`src/rtl/scan_mux_pkg.sv`:
```
// Shared constants for the scan multiplexer: mode encoding.
package scan_mux_pkg;

  localparam logic MODE_MANUAL = 1'b0;
  localparam logic MODE_SCAN   = 1'b1;

endpackage

```
`src/rtl/scan_mux_rr_find.sv`:
```
// Rotating first-one search: lowest index at or above start (modulo N_CH) whose mask bit is set.
// Purely combinational, zero latency; no flow control.
module rr_find
  import scan_mux_pkg::*;
#(
  parameter int N_CH = 8,
  parameter int SELW = $clog2(N_CH)
) (
  input  logic [N_CH-1:0] mask,
  input  logic [SELW-1:0] start,
  output logic            found,
  output logic [SELW-1:0] idx
);

  // One extra bit so start+k cannot overflow before the modulo fold.
  logic [SELW:0] cand;

  always_comb begin
    found = 1'b0;
    idx   = '0;
    cand  = '0;
    for (int k = 0; k < N_CH; k++) begin
      cand = {1'b0, start} + (SELW+1)'(k);
      if (cand >= (SELW+1)'(N_CH)) begin
        cand = cand - (SELW+1)'(N_CH);
      end
      if (!found && mask[cand[SELW-1:0]]) begin
        found = 1'b1;
        idx   = cand[SELW-1:0];
      end
    end
  end

endmodule

```
`src/rtl/scan_mux.sv`:
```
// Channel multiplexer with registered output, MANUAL select or masked round-robin SCAN.
// One-cycle latency; a beat is held stable while out_ready is low, otherwise reloads every cycle.
module scan_mux
  import scan_mux_pkg::*;
#(
  parameter int N_CH = 8,
  parameter int DW   = 8,
  parameter int SELW = $clog2(N_CH)
) (
  input  logic               clk,
  input  logic               rst_n,
  input  logic               en,
  input  logic               mode,
  input  logic [SELW-1:0]    sel,
  input  logic [N_CH-1:0]    mask,
  input  logic [N_CH*DW-1:0] din,
  output logic [DW-1:0]      out_data,
  output logic [SELW-1:0]    out_ch,
  output logic               out_valid,
  input  logic               out_ready,
  output logic               sel_err
);

  logic [DW-1:0]   ch_dat [N_CH];
  logic [SELW-1:0] scan_ptr, ptr_nxt;
  logic [SELW-1:0] hit_idx;
  logic            hit;
  logic            load;
  logic            sel_ok;
  logic [DW-1:0]   data_nxt;
  logic [SELW-1:0] ch_nxt;
  logic            valid_nxt;
  logic            err_nxt;

  for (genvar i = 0; i < N_CH; i++) begin : g_unpack
    assign ch_dat[i] = din[i*DW +: DW];
  end

  rr_find #(
    .N_CH (N_CH),
    .SELW (SELW)
  ) u_find (
    .mask  (mask),
    .start (scan_ptr),
    .found (hit),
    .idx   (hit_idx)
  );

  assign load   = !out_valid || out_ready;
  // Only meaningful when N_CH is not a power of two.
  assign sel_ok = ({1'b0, sel} < (SELW+1)'(N_CH));

  always_comb begin
    data_nxt  = out_data;
    ch_nxt    = out_ch;
    valid_nxt = out_valid;
    ptr_nxt   = scan_ptr;
    err_nxt   = 1'b0;
    if (load) begin
      if (!en) begin
        valid_nxt = 1'b0;
      end else if (mode == MODE_MANUAL) begin
        if (sel_ok) begin
          data_nxt  = ch_dat[sel];
          ch_nxt    = sel;
          valid_nxt = 1'b1;
        end else begin
          valid_nxt = 1'b0;
          err_nxt   = 1'b1;
        end
      end else if (hit) begin
        data_nxt  = ch_dat[hit_idx];
        ch_nxt    = hit_idx;
        valid_nxt = 1'b1;
        ptr_nxt   = (hit_idx == SELW'(N_CH-1)) ? '0 : hit_idx + SELW'(1);
      end else begin
        valid_nxt = 1'b0;
      end
    end
  end

  always_ff @(posedge clk or negedge rst_n) begin
    if (!rst_n) begin
      out_data  <= '0;
      out_ch    <= '0;
      out_valid <= 1'b0;
      sel_err   <= 1'b0;
      scan_ptr  <= '0;
    end else begin
      out_data  <= data_nxt;
      out_ch    <= ch_nxt;
      out_valid <= valid_nxt;
      sel_err   <= err_nxt;
      scan_ptr  <= ptr_nxt;
    end
  end

endmodule

```
`config.mk`:
```
export PLATFORM = sky130hd
export DESIGN_NAME = scan_mux
export DESIGN_NICKNAME = d
export VERILOG_FILES = /design/src/rtl/scan_mux_pkg.sv /design/src/rtl/scan_mux_rr_find.sv /design/src/rtl/scan_mux.sv
export SDC_FILE = /design/constraint.sdc
export NUM_CORES = 1
export LEC_CHECK = 0
export CORE_MARGIN = 8
export CORE_UTILIZATION = 46
export CTS_BUF_LIST = sky130_fd_sc_hd__clkbuf_16
export DETAILED_ROUTE_END_ITERATION = 8
export HOLD_SLACK_MARGIN = 0.1
export PLACE_DENSITY = 0.82
export SLEW_MARGIN = 15
export SYNTH_ARGS = -nofsm -noshare
export SYNTH_HDL_FRONTEND = slang
export SYNTH_HIERARCHICAL = 1
export SYNTH_SLANG_ARGS = --single-unit
```
`constraint.sdc`:
```
create_clock -name clk -period 5.2 [get_ports clk]
set_clock_uncertainty 0.1 [all_clocks]
set_input_delay 0.52 -clock clk [delete_from_list [all_inputs] [get_ports clk]]
set_output_delay 0.52 -clock clk [all_outputs]
set_load 0.01 [all_outputs]
```
==> flow_summary.json, run 1 <==
{
  "start_util_pct": 46.8,
  "grt_pass1_wl_mm": 13.6,
  "drv_slew": 0,
  "finalHoldViolations": 0,
  "multiInputGateArea_um2": 2010,
  "slowest_stage": "ha_1",
  "slowest_delay_ns": 0.65,
  "crit_path_start": "scan_ptr[1]",
  "clkTransAtPathRegs_ns": 0.05,
  "p_leak_uw": 0.00138,
  "first_pass_iters": 4,
  "dpl.hpwl_mm": 6.83,
  "cts_tree": "done",
  "power_switching_uw": 1120,
  "wl_per_cell_um": 20.8,
  "worstPathCellList": "inv_1, ha_1, mux4_2, mux2i_1, nand2_1, or4b_4, nor2_2, nand2_1, o22ai_2, buf_4, mux4_2, nand2b_1, a2111oi_1, a211o_1",
  "hold_depth": 2,
  "synth_xor_xnor_area_share_pct": 1.39,
  "yosysSeqAreaShare_pct": 14.9,
  "overflow": 0,
  "dieArea_um2": 8120,
  "regArea_um2": 375,
  "min_period_ns": 4.82,
  "post-route-drc-count": 0,
  "place.port_buffers": 91,
  "required_ns": 5.22,
  "clkPwrFrac_pct": 6.2,
  "synth_top_family_by_area": "multiplexers",
  "crit_path_end": "out_data[4]",
  "fp-row-count": 27,
  "fin_nets": 416,
  "synth.area.top_cells": "mux4_2 26%, mux2i_1 15%, dfrtp_1 15%, mux2_2 3.6%, nand2_1 2.7%",
  "clk_latency_ns": 0.24,
  "syn_area_per_cell_um2": 10.2,
  "end_kind": "register",
  "worst_pin_slew_ns": 1.06,
  "clock-sinks": 15,
  "critical_path_class": "register to register",
  "final-setup-viol-count": 0,
  "ctsResizeCount": 0,
  "synth_top_area_cell": "mux4_2",
  "ant_nets": 0,
  "max_slew_margin_pct": 28.9,
  "timing.rr.start": "scan_ptr[1]",
  "numCtsBuffers": 3,
  "setup_tns_ns": 0,
  "internal_power_uw": 1250,
  "antenna_cells": 0,
  "muxShareOfSynthArea_pct": 49.0,
  "synth_seq_cells": 15,
  "worst-path-buf-inv": 2,
  "fill_cells": 447,
  "cts_root_buf": "clkbuf_16",
  "worst-path-stages": 14,
  "cp-start-kind": "register",
  "worst-r2r-cell-count": 14,
  "status": "finished, final reports clean",
  "synthesis.nets": 332,
  "grt-busiest-layer": "met2",
  "vias": 2534,
  "synth_compound_area_share_pct": 10.3,
  "fmax_ghz": 0.208,
  "hp-class": "register to register",
  "die_h_um": 90.1,
  "powerDensity_nw_per_um2": 670,
  "synthCells": 248,
  "clock_path_buffers": 2,
  "swShare_pct": 47.1,
  "cp_max_fo": 14,
  "synth_simple_gate_area_share_pct": 16.3,
  "met1_usage_pct": 23.9,
  "die_x_um": 90.1,
  "drive_gt1_share_pct": 17.8,
  "async_reset_ff_share_pct": 100,
  "final_util_pct": 65.5,
  "met3_usage_pct": 3.33,
  "synth.distinct_cells": 49,
  "post-route-period-util_pct": 92.7,
  "synthFlopType": "dfrtp_1",
  "peakVddDrop_mv": 0.405,
  "vias_per_cell": 6.29,
  "netlist.area_leader.share_pct": 25.8,
  "netlist_area_um2": 2530,
  "seqPwrFrac_pct": 9.3,
  "grt_setup_unrepaired": "false",
  "synth-adder-area-share_pct": 1.98,
  "area_delta_synth_final_pct": 40.0,
  "crit_family": "multiplexers",
  "postCtsSetupBuffers": 0,
  "htreeDepth": 1,
  "gp_congestion": 0.894,
  "core-area_um2": 5410,
  "ys.warnings.count": 6,
  "grt_antenna_before_repair": 0,
  "grtUsageTotal_pct": 20.2,
  "rr_endpoint": "out_data[4]",
  "ios": 93,
  "drt-initial-drc-count": 141,
  "max_cap_violations": 0,
  "grt_use_met2_pct": 35.8,
  "synth_edf_count": 0,
  "pwr-share-comb_pct": 84.5,
  "grt_pass1_vias": 2641,
  "crit_arrival_ns": 4.84,
  "routed_wl_mm": 8.39,
  "cts_hold_buf": 0,
  "grt_max_degree": 24,
  "r2r_slack_ns": 0.38
}
-- final cells by class --
class / instances / share of cell area, %
repair buffers: 98 / 27.2
well taps: 72 / 2.55
clock buffers: 3 / 2.12
multi-input cells: 209 / 56.9
inverters: 5 / 0.530
clock inverters: 1 / 0.106
flip-flops and latches: 15 / 10.6
-- worst register-to-register path, stage by stage (launching register included) --
cell and delay [ns]:
dfrtp_1 0.34, inv_1 0.10, ha_1 0.65, mux4_2 0.63
mux2i_1 0.24, nand2_1 0.13, or4b_4 0.60, nor2_2 0.15
nand2_1 0.10, o22ai_2 0.48, buf_4 0.34, mux4_2 0.34
nand2b_1 0.09, a2111oi_1 0.07, a211o_1 0.32
-- power by group through the flow --
stage | clock network (uW) | registers [uW] | logic (uW)
2_1_floorplan | 0 | 229 | 1480
3_3_place_gp | 0 | 217 | 1930
3_5_place_dp | 0 | 221 | 1980
4_1_cts | 149 | 220 | 1990
5_1_grt | 155 | 227 | 2160
6_report | 147 | 221 | 2000
-- cells by family (layout without fill, tap and decap cells) --
logic type | after synthesis | after routing
muxes | 83 | 83
xor gates and xnor gates | 4 | 4
AOI/OAI and AO/OA | 40 | 40
other | 1 | 1
buffers and inverters | 24 | 107
adders and majority gates | 4 | 4
DFF | 15 | 15
and+or+nand+nor | 77 | 77
-- placed cells by master, fill, tap and decap left out, types with 3 or more instances in the layout --
master / Yosys / layout
xnor2_1: 3 / 3
nand2_1: 18 / 18
dfrtp_1: 15 / 15
o21ai_1: 5 / 5
and3_1: 3 / 3
mux2_1: 3 / 3
clkdlybuf4s50_1: 0 / 91
a21oi_1: 8 / 8
or2_1: 5 / 5
nand3_1: 7 / 7
buf_4: 4 / 7
mux4_2: 29 / 29
clkbuf_16: 0 / 3
nor3_1: 7 / 7
inv_1: 5 / 6
a31oi_1: 6 / 6
nor4_1: 5 / 5
mux2i_1: 39 / 39
mux2_2: 8 / 8
o22ai_1: 10 / 9
nand2b_1: 4 / 4
ha_1: 4 / 4
nor2_1: 14 / 14
-- cell usage after synthesis (6+ instances only) --
cell type,n
dfrtp_1,15
a31oi_1,6
mux4_2,29
buf_2,8
nand2_1,18
mux2i_1,39
mux2_2,8
a21oi_1,8
nor3_1,7
nor2_1,14
nand3_1,7
o22ai_1,10
-- per-stage QoR --
stage	hold WS [ns]	std cells	area (um2)	setup slack (ns)	total power [uW]
finish	0.390	403	3540	0.382	2370
global route	0.411	403	3540	0.0192	2540
CTS	0.392	403	3540	0.369	2360
detailed placement	0.376	399	3460	0.418	2200
global placement	0.366	399	3460	0.579	2150
floorplan	0.124	248	2530	0.789	1710
-- worst min path at each step --
stage,from,to
6_report,out_data[0],out_data[0]
5_1_grt,out_data[0],out_data[0]
4_1_cts,out_data[0],out_data[0]
3_5_place_dp,out_ch[0],out_ch[0]
3_3_place_gp,out_data[0],out_data[0]
2_1_floorplan,rst_n,out_ch[0]
-- flip-flops by register name, summed over array words and instances (netlist names) --
name,cells
scan_ptr,3
out_data,8
out_valid,1
out_ch,3
-- metal layers --
metal  wire [um]  vias to the layer above
li1            -                     1154
met1        3330                     1255
met2        4340                      109
met3         506                       16
met4         211                        0
met5           0                        -
Power figures use the tool's default switching activity.
==> inputs of run 2 (changes only) <==
--- a/config.mk
+++ b/config.mk
@@ -9,6 +9,7 @@
 export CORE_UTILIZATION = 46
 export CTS_BUF_LIST = sky130_fd_sc_hd__clkbuf_16
 export DETAILED_ROUTE_END_ITERATION = 8
+export GPL_ROUTABILITY_DRIVEN = 0
 export HOLD_SLACK_MARGIN = 0.1
 export PLACE_DENSITY = 0.82
 export SLEW_MARGIN = 15
==> run 2 against run 1 <==
  * Worst setup slack better by 0.047 ns
  * Wire length down 8.9%
  * Sequential share of layout area about the same
  * Highest routed layer unchanged
  * Core utilization down 0.070 points
  * Sequential power about the same
  * Combinational power down 2%
  * Global-route usage down 2.1 points
  * Critical path depth unchanged
  * Critical endpoint unchanged
==> flow_summary.json, run 2 (synthesized netlist as in run 1, its figures left out) <==
{
  "power_switching_uw": 1080,
  "end_kind": "register",
  "fmax_ghz": 0.210,
  "cp-start-kind": "register",
  "grt_pass1_vias": 2557,
  "drt-initial-drc-count": 128,
  "final_cell_mix": "91 x clkdlybuf4s50_1, 39 x mux2i_1, 29 x mux4_2",
  "clock-sinks": 15,
  "fp-row-count": 27,
  "max_slew_margin_pct": 30.5,
  "antenna_cells": 0,
  "largest_reg_flops": 8,
  "hp-class": "register to register",
  "start_util_pct": 46.8,
  "grt_pass1_wl_mm": 12.3,
  "post-route-drc-count": 0,
  "area_delta_synth_final_pct": 39.9,
  "core-area_um2": 5410,
  "place.port_buffers": 91,
  "cts_root_buf": "clkbuf_16",
  "grt_setup_unrepaired": "false",
  "ctsResizeCount": 0,
  "crit_arrival_ns": 4.80,
  "ant_nets": 0,
  "crit_family": "multiplexers",
  "peakVddDrop_mv": 0.317,
  "required_ns": 5.23,
  "place_ws_ns": 0.460,
  "slowest_delay_ns": 0.64,
  "routed_wl_mm": 7.64,
  "p_leak_uw": 0.00137,
  "worst_pin_slew_ns": 1.04,
  "htreeDepth": 1,
  "clkTransAtPathRegs_ns": 0.05,
  "placed_cells": 397,
  "numCtsBuffers": 3,
  "vias_per_cell": 6.13,
  "cts_tree": "done",
  "grtUsageTotal_pct": 18.2,
  "clkPwrFrac_pct": 6.4,
  "final_util_pct": 65.4,
  "internal_power_uw": 1250,
  "dpl.hpwl_mm": 6.35,
  "fin_nets": 414,
  "critical_path_class": "register to register",
  "grt_max_degree": 24,
  "timing.rr.start": "scan_ptr[1]",
  "pwr-share-comb_pct": 84.1,
  "seqPwrFrac_pct": 9.4,
  "post-route-period-util_pct": 91.7,
  "final-setup-viol-count": 0,
  "slowest_stage": "ha_1",
  "powerDensity_nw_per_um2": 659,
  "wl_per_cell_um": 19.1,
  "top_register": "out_data",
  "clk_latency_ns": 0.25,
  "cp_max_fo": 14,
  "worst-path-buf-inv": 2,
  "crit_path_start": "scan_ptr[1]",
  "vias": 2459,
  "overflow": 0,
  "drive_gt1_share_pct": 17.3,
  "drv_slew": 0,
  "first_pass_iters": 6,
  "postCtsSetupBuffers": 0,
  "max_cap_violations": 0,
  "final_common_cell": "clkdlybuf4s50_1",
  "top_regs": "out_data: 8 flops, out_ch: 3 flops, scan_ptr: 3 flops",
  "grt_antenna_before_repair": 0,
  "hp-start": "out_data[7]",
  "clock_path_buffers": 2,
  "layout_setup_ws_ns": 0.429,
  "min_period_ns": 4.77,
  "worstPathCellList": "inv_1, ha_1, mux4_2, mux2i_1, nand2_1, or4b_4, nor2_2, nand2_1, o22ai_2, buf_4, mux4_2, nand2b_1, a2111oi_1, a211o_1",
  "finalHoldViolations": 0,
  "cts_hold_buf": 0,
  "dieArea_um2": 8120,
  "swShare_pct": 46.4,
  "final_cell_count_no_fill": 401,
  "status": "finished, final reports clean",
  "die_h_um": 90.1,
  "setup_tns_ns": 0,
  "die_x_um": 90.1,
  "ios": 93
}
run 2: worst min-delay path: cells and delay by family (launching register included):
| kind | cells | cell delay, ns |
|---|---|---|
| AND/OR/NAND/NOR | 1 | 0.05 |
| flip-flops | 1 | 0.34 |
| AO/OA/AOI/OAI | 1 | 0.06 |
run 2: worst paths after layout:
path	to	slack, ns	depth (start not counted)
setup / recovery	out_data[4]	0.43	14
min in group asynchronous	out_data[4]	0.58	1
setup reg to reg	out_data[4]	0.43	14
hold / removal	out_data[7]	0.39	2
max in group asynchronous	out_data[6]	3.99	1
hold reg to reg	out_data[7]	0.39	2
run 2: layout make-up:
cell class                      instances  area, um2
Inverter                                5       18.8
Tap cell                               72       90.1
Clock buffer                            3       75.1
Timing Repair Buffer                   96        948
Fill cell                             446       1870
Multi-Input combinational cell        209       2020
Sequential cell                        15        375
Clock inverter                          1       3.75
run 2: layer usage:
| layer | track usage, % | routed length, um | vias up | part of all wire [%] |
|---|---|---|---|---|
| met4 | 5.55 | 121 | 0 | 1.6 |
| met2 | 32.8 | 4050 | 86 | 53 |
| met5 | 0 | 0 | - | 0 |
| met3 | 2.33 | 337 | 10 | 4.4 |
| li1 | - | - | 1154 | - |
| met1 | 21.8 | 3130 | 1209 | 41 |
run 2: stage by stage:
| step | hold WS (ns) | area [um2] | power [uW] |
|---|---|---|---|
| final | 0.390 | 3530 | 2330 |
| after CTS | 0.390 | 3520 | 2310 |
| after detailed placement | 0.379 | 3440 | 2150 |
| after global routing | 0.417 | 3530 | 2500 |
| after global placement | 0.366 | 3440 | 2120 |
| after floorplan | 0.124 | 2530 | 1710 |
run 2: power by group through the flow:
| stage | registers [uW] | logic (uW) | clock network (uW) |
|---|---|---|---|
| floorplan | 229 | 1480 | 0 |
| global placement | 216 | 1900 | 0 |
| detailed placement | 221 | 1930 | 0 |
| CTS | 221 | 1940 | 151 |
| global route | 229 | 2120 | 154 |
| finish | 219 | 1960 | 150 |
==> inputs of run 3 (changes only) <==
--- a/config.mk
+++ b/config.mk
@@ -6,7 +6,7 @@
 export NUM_CORES = 1
 export LEC_CHECK = 0
 export CORE_MARGIN = 8
-export CORE_UTILIZATION = 46
+export CORE_UTILIZATION = 47
 export CTS_BUF_LIST = sky130_fd_sc_hd__clkbuf_16
 export DETAILED_ROUTE_END_ITERATION = 8
 export GPL_ROUTABILITY_DRIVEN = 0
@@ -15,5 +15,4 @@
 export SLEW_MARGIN = 15
 export SYNTH_ARGS = -nofsm -noshare
 export SYNTH_HDL_FRONTEND = slang
-export SYNTH_HIERARCHICAL = 1
 export SYNTH_SLANG_ARGS = --single-unit
==> run 3 against run 2 <==
  * Area after synthesis up 7.5%
  * Final cell count rose by 0.75%
  * Sequential power increased by 11%
  * Via count up 2.5%
  * Synthesized cell count rose by 3.6%
  * Clock power barely moved
  * Register-to-register slack better by 0.18 ns
  * Maximum frequency up 3.9%
  * Cell area grew 4.5%
  * First-iteration DRC count grew 54%
==> flow_summary.json, run 3 <==
{
  "status": "finished, final reports clean",
  "synthFlopType": "dfrtp_1",
  "cp-start-kind": "register",
  "cp_max_fo": 17,
  "start_util_pct": 49.1,
  "first_pass_iters": 4,
  "clkPwrFrac_pct": 7.0,
  "synth_top_area_cell": "mux4_2",
  "top_regs": "out_data: 8 flops, out_ch: 3 flops, scan_ptr: 3 flops",
  "p_leak_uw": 0.00147,
  "place.port_buffers": 91,
  "clk_latency_ns": 0.25,
  "dpl.hpwl_mm": 6.51,
  "synth_simple_gate_area_share_pct": 10.6,
  "synth-adder-area-share_pct": 1.38,
  "cts_hold_buf": 0,
  "critical_path_class": "register to register",
  "end_kind": "register",
  "final-setup-viol-count": 0,
  "vias": 2520,
  "fp-row-count": 27,
  "required_ns": 5.24,
  "vias_per_cell": 6.24,
  "max_cap_violations": 0,
  "async_reset_ff_share_pct": 100,
  "synth_compound_area_share_pct": 15.5,
  "cts_tree": "done",
  "ys.warnings.count": 0,
  "clkTransAtPathRegs_ns": 0.05,
  "placed_cell_area_um2": 3620,
  "netlist.area_leader.share_pct": 22.4,
  "ant_nets": 0,
  "overflow": 0,
  "postCtsSetupBuffers": 0,
  "yosysSeqAreaShare_pct": 13.8,
  "wl_per_cell_um": 20.1,
  "peakVddDrop_mv": 0.504,
  "synth_seq_cells": 15,
  "fin_nets": 416,
  "grt_pass1_vias": 2659,
  "grt_pass1_wl_mm": 13.3,
  "grt_max_degree": 31,
  "area_delta_synth_final_pct": 35.9,
  "synthCells": 257,
  "syn_area_per_cell_um2": 10.6,
  "synth_xor_xnor_area_share_pct": 1.29,
  "numCtsBuffers": 3,
  "finalHoldViolations": 0,
  "top_register": "out_data",
  "synthesis.nets": 340,
  "setup_tns_ns": 0,
  "seqPwrFrac_pct": 11.1,
  "fmax_ghz": 0.218,
  "final_cell_area_um2": 3690,
  "drive_gt1_share_pct": 19.3,
  "netlist_area_um2": 2720,
  "clock-sinks": 15,
  "crit_arrival_ns": 4.63,
  "ctsResizeCount": 0,
  "post-route-period-util_pct": 88.3,
  "routed_wl_mm": 8.12,
  "internal_power_uw": 1140,
  "cts_root_buf": "clkbuf_16",
  "drt-initial-drc-count": 197,
  "power_switching_uw": 1030,
  "synth.area.top_cells": "mux4_2 22%, mux2i_1 14%, dfrtp_1 14%, mux4_1 7.7%, mux2_2 6.6%",
  "synthTopCellsByCount": "38 x mux2i_1, 27 x mux4_2, 17 x nand2_1, 17 x nor2_1, 16 x mux2_2",
  "muxShareOfSynthArea_pct": 51.7,
  "hp-start": "out_ch[1]",
  "synth.distinct_cells": 56,
  "die_h_um": 92.0,
  "grt_antenna_before_repair": 0,
  "ios": 93,
  "swShare_pct": 47.5,
  "antenna_cells": 0,
  "synth_top_family_by_area": "multiplexers",
  "worst_pin_slew_ns": 0.801,
  "core-area_um2": 5540,
  "max_slew_margin_pct": 46.4,
  "largest_reg_flops": 8,
  "pwr-share-comb_pct": 81.9,
  "grt_setup_unrepaired": "false",
  "htreeDepth": 1,
  "grtUsageTotal_pct": 18.8,
  "hp-class": "register to register",
  "final_cell_mix": "90 x clkdlybuf4s50_1, 38 x mux2i_1, 27 x mux4_2",
  "crit_path_start": "scan_ptr[0]",
  "drv_slew": 0,
  "powerDensity_nw_per_um2": 589,
  "clock_path_buffers": 2,
  "timing.rr.start": "scan_ptr[0]",
  "fill_cells": 441,
  "min_period_ns": 4.59,
  "dieArea_um2": 8470,
  "post-route-drc-count": 0,
  "yosysMostFrequentCell": "mux2i_1",
  "die_x_um": 92.0,
  "synth_edf_count": 0,
  "p_total_uw": 2170,
  "final_common_cell": "clkdlybuf4s50_1"
}
[run 3: cell types whose count changed after synthesis, sizes merged, moves of 6 or more]
cell,previous run,this run
nor3,7,1
a31o,0,7
nand3,8,2
a22oi,0,8
clkbuf,2,10
o22ai,10,1
[run 3: power groups by stage]
stage | Combinational (uW) | Sequential, uW | Clock [uW]
6_report | 1780 | 242 | 152
4_1_cts | 1780 | 241 | 155
3_5_place_dp | 1760 | 243 | 0
3_3_place_gp | 1740 | 239 | 0
2_1_floorplan | 1420 | 222 | 0
5_1_grt | 1920 | 252 | 160
[run 3: path summary, 6_finish.rpt]
path	end	slack, ns	depth (start not counted)
min in group asynchronous	scan_ptr[1]	0.62	1
max in group asynchronous	out_ch[2]	3.91	1
worst min register to register	out_ch[1]	0.40	1
worst max register to register	out_data[6]	0.61	11
worst max-delay path	out_data[6]	0.61	11
worst min-delay path	out_ch[1]	0.40	1
[run 3: kinds of logic (layout without fill, tap and decap cells)]
group	Yosys count	in the layout
simple gates	58	58
flops	15	15
buf+inv	30	105
xor+xnor	4	4
compound gates	55	55
mux	91	91
other cells	1	1
fa+ha+maj	3	3
[run 3: layer usage]
metal | vias up | track usage (%) | part of all wire, %
li1 | 1192 | - | -
met1 | 1208 | 22.6 | 38
met2 | 108 | 33.4 | 53
met3 | 12 | 3.26 | 6.5
met4 | 0 | 5.50 | 2.0
met5 | - | 0 | 0
[run 3: worst max-delay path, cell delays in order (launching register included)]
cell,delay [ns]
dfrtp_1,0.75
inv_2,0.22
ha_1,0.55
mux2_1,0.43
a22oi_1,0.41
a32oi_2,0.26
or4b_1,0.55
a31o_1,0.36
inv_2,0.14
and2_1,0.29
a22oi_1,0.15
a31o_2,0.26
[run 3: final cells by class]
| class | count | area [um2] | share of cell area, % |
|---|---|---|---|
| Clock buffer | 3 | 75.1 | 2.03 |
| Inverter | 7 | 26.3 | 0.711 |
| Sequential cell | 15 | 375 | 10.2 |
| Clock inverter | 1 | 5.00 | 0.136 |
| Tap cell | 72 | 90.1 | 2.44 |
| Multi-Input combinational cell | 212 | 2190 | 59.4 |
| Timing Repair Buffer | 94 | 928 | 25.1 |
[run 3: metrics by stage]
stage                     cells  util [%]  hold slack (ns)  worst slack (ns)
after floorplan             257         -            0.124              1.42
after global placement      400      65.3            0.392             0.873
after detailed placement    400      65.3            0.400             0.680
after CTS                   404      66.8            0.407             0.645
after global routing        404      66.7            0.435             0.365
final                       404      66.7            0.403             0.607
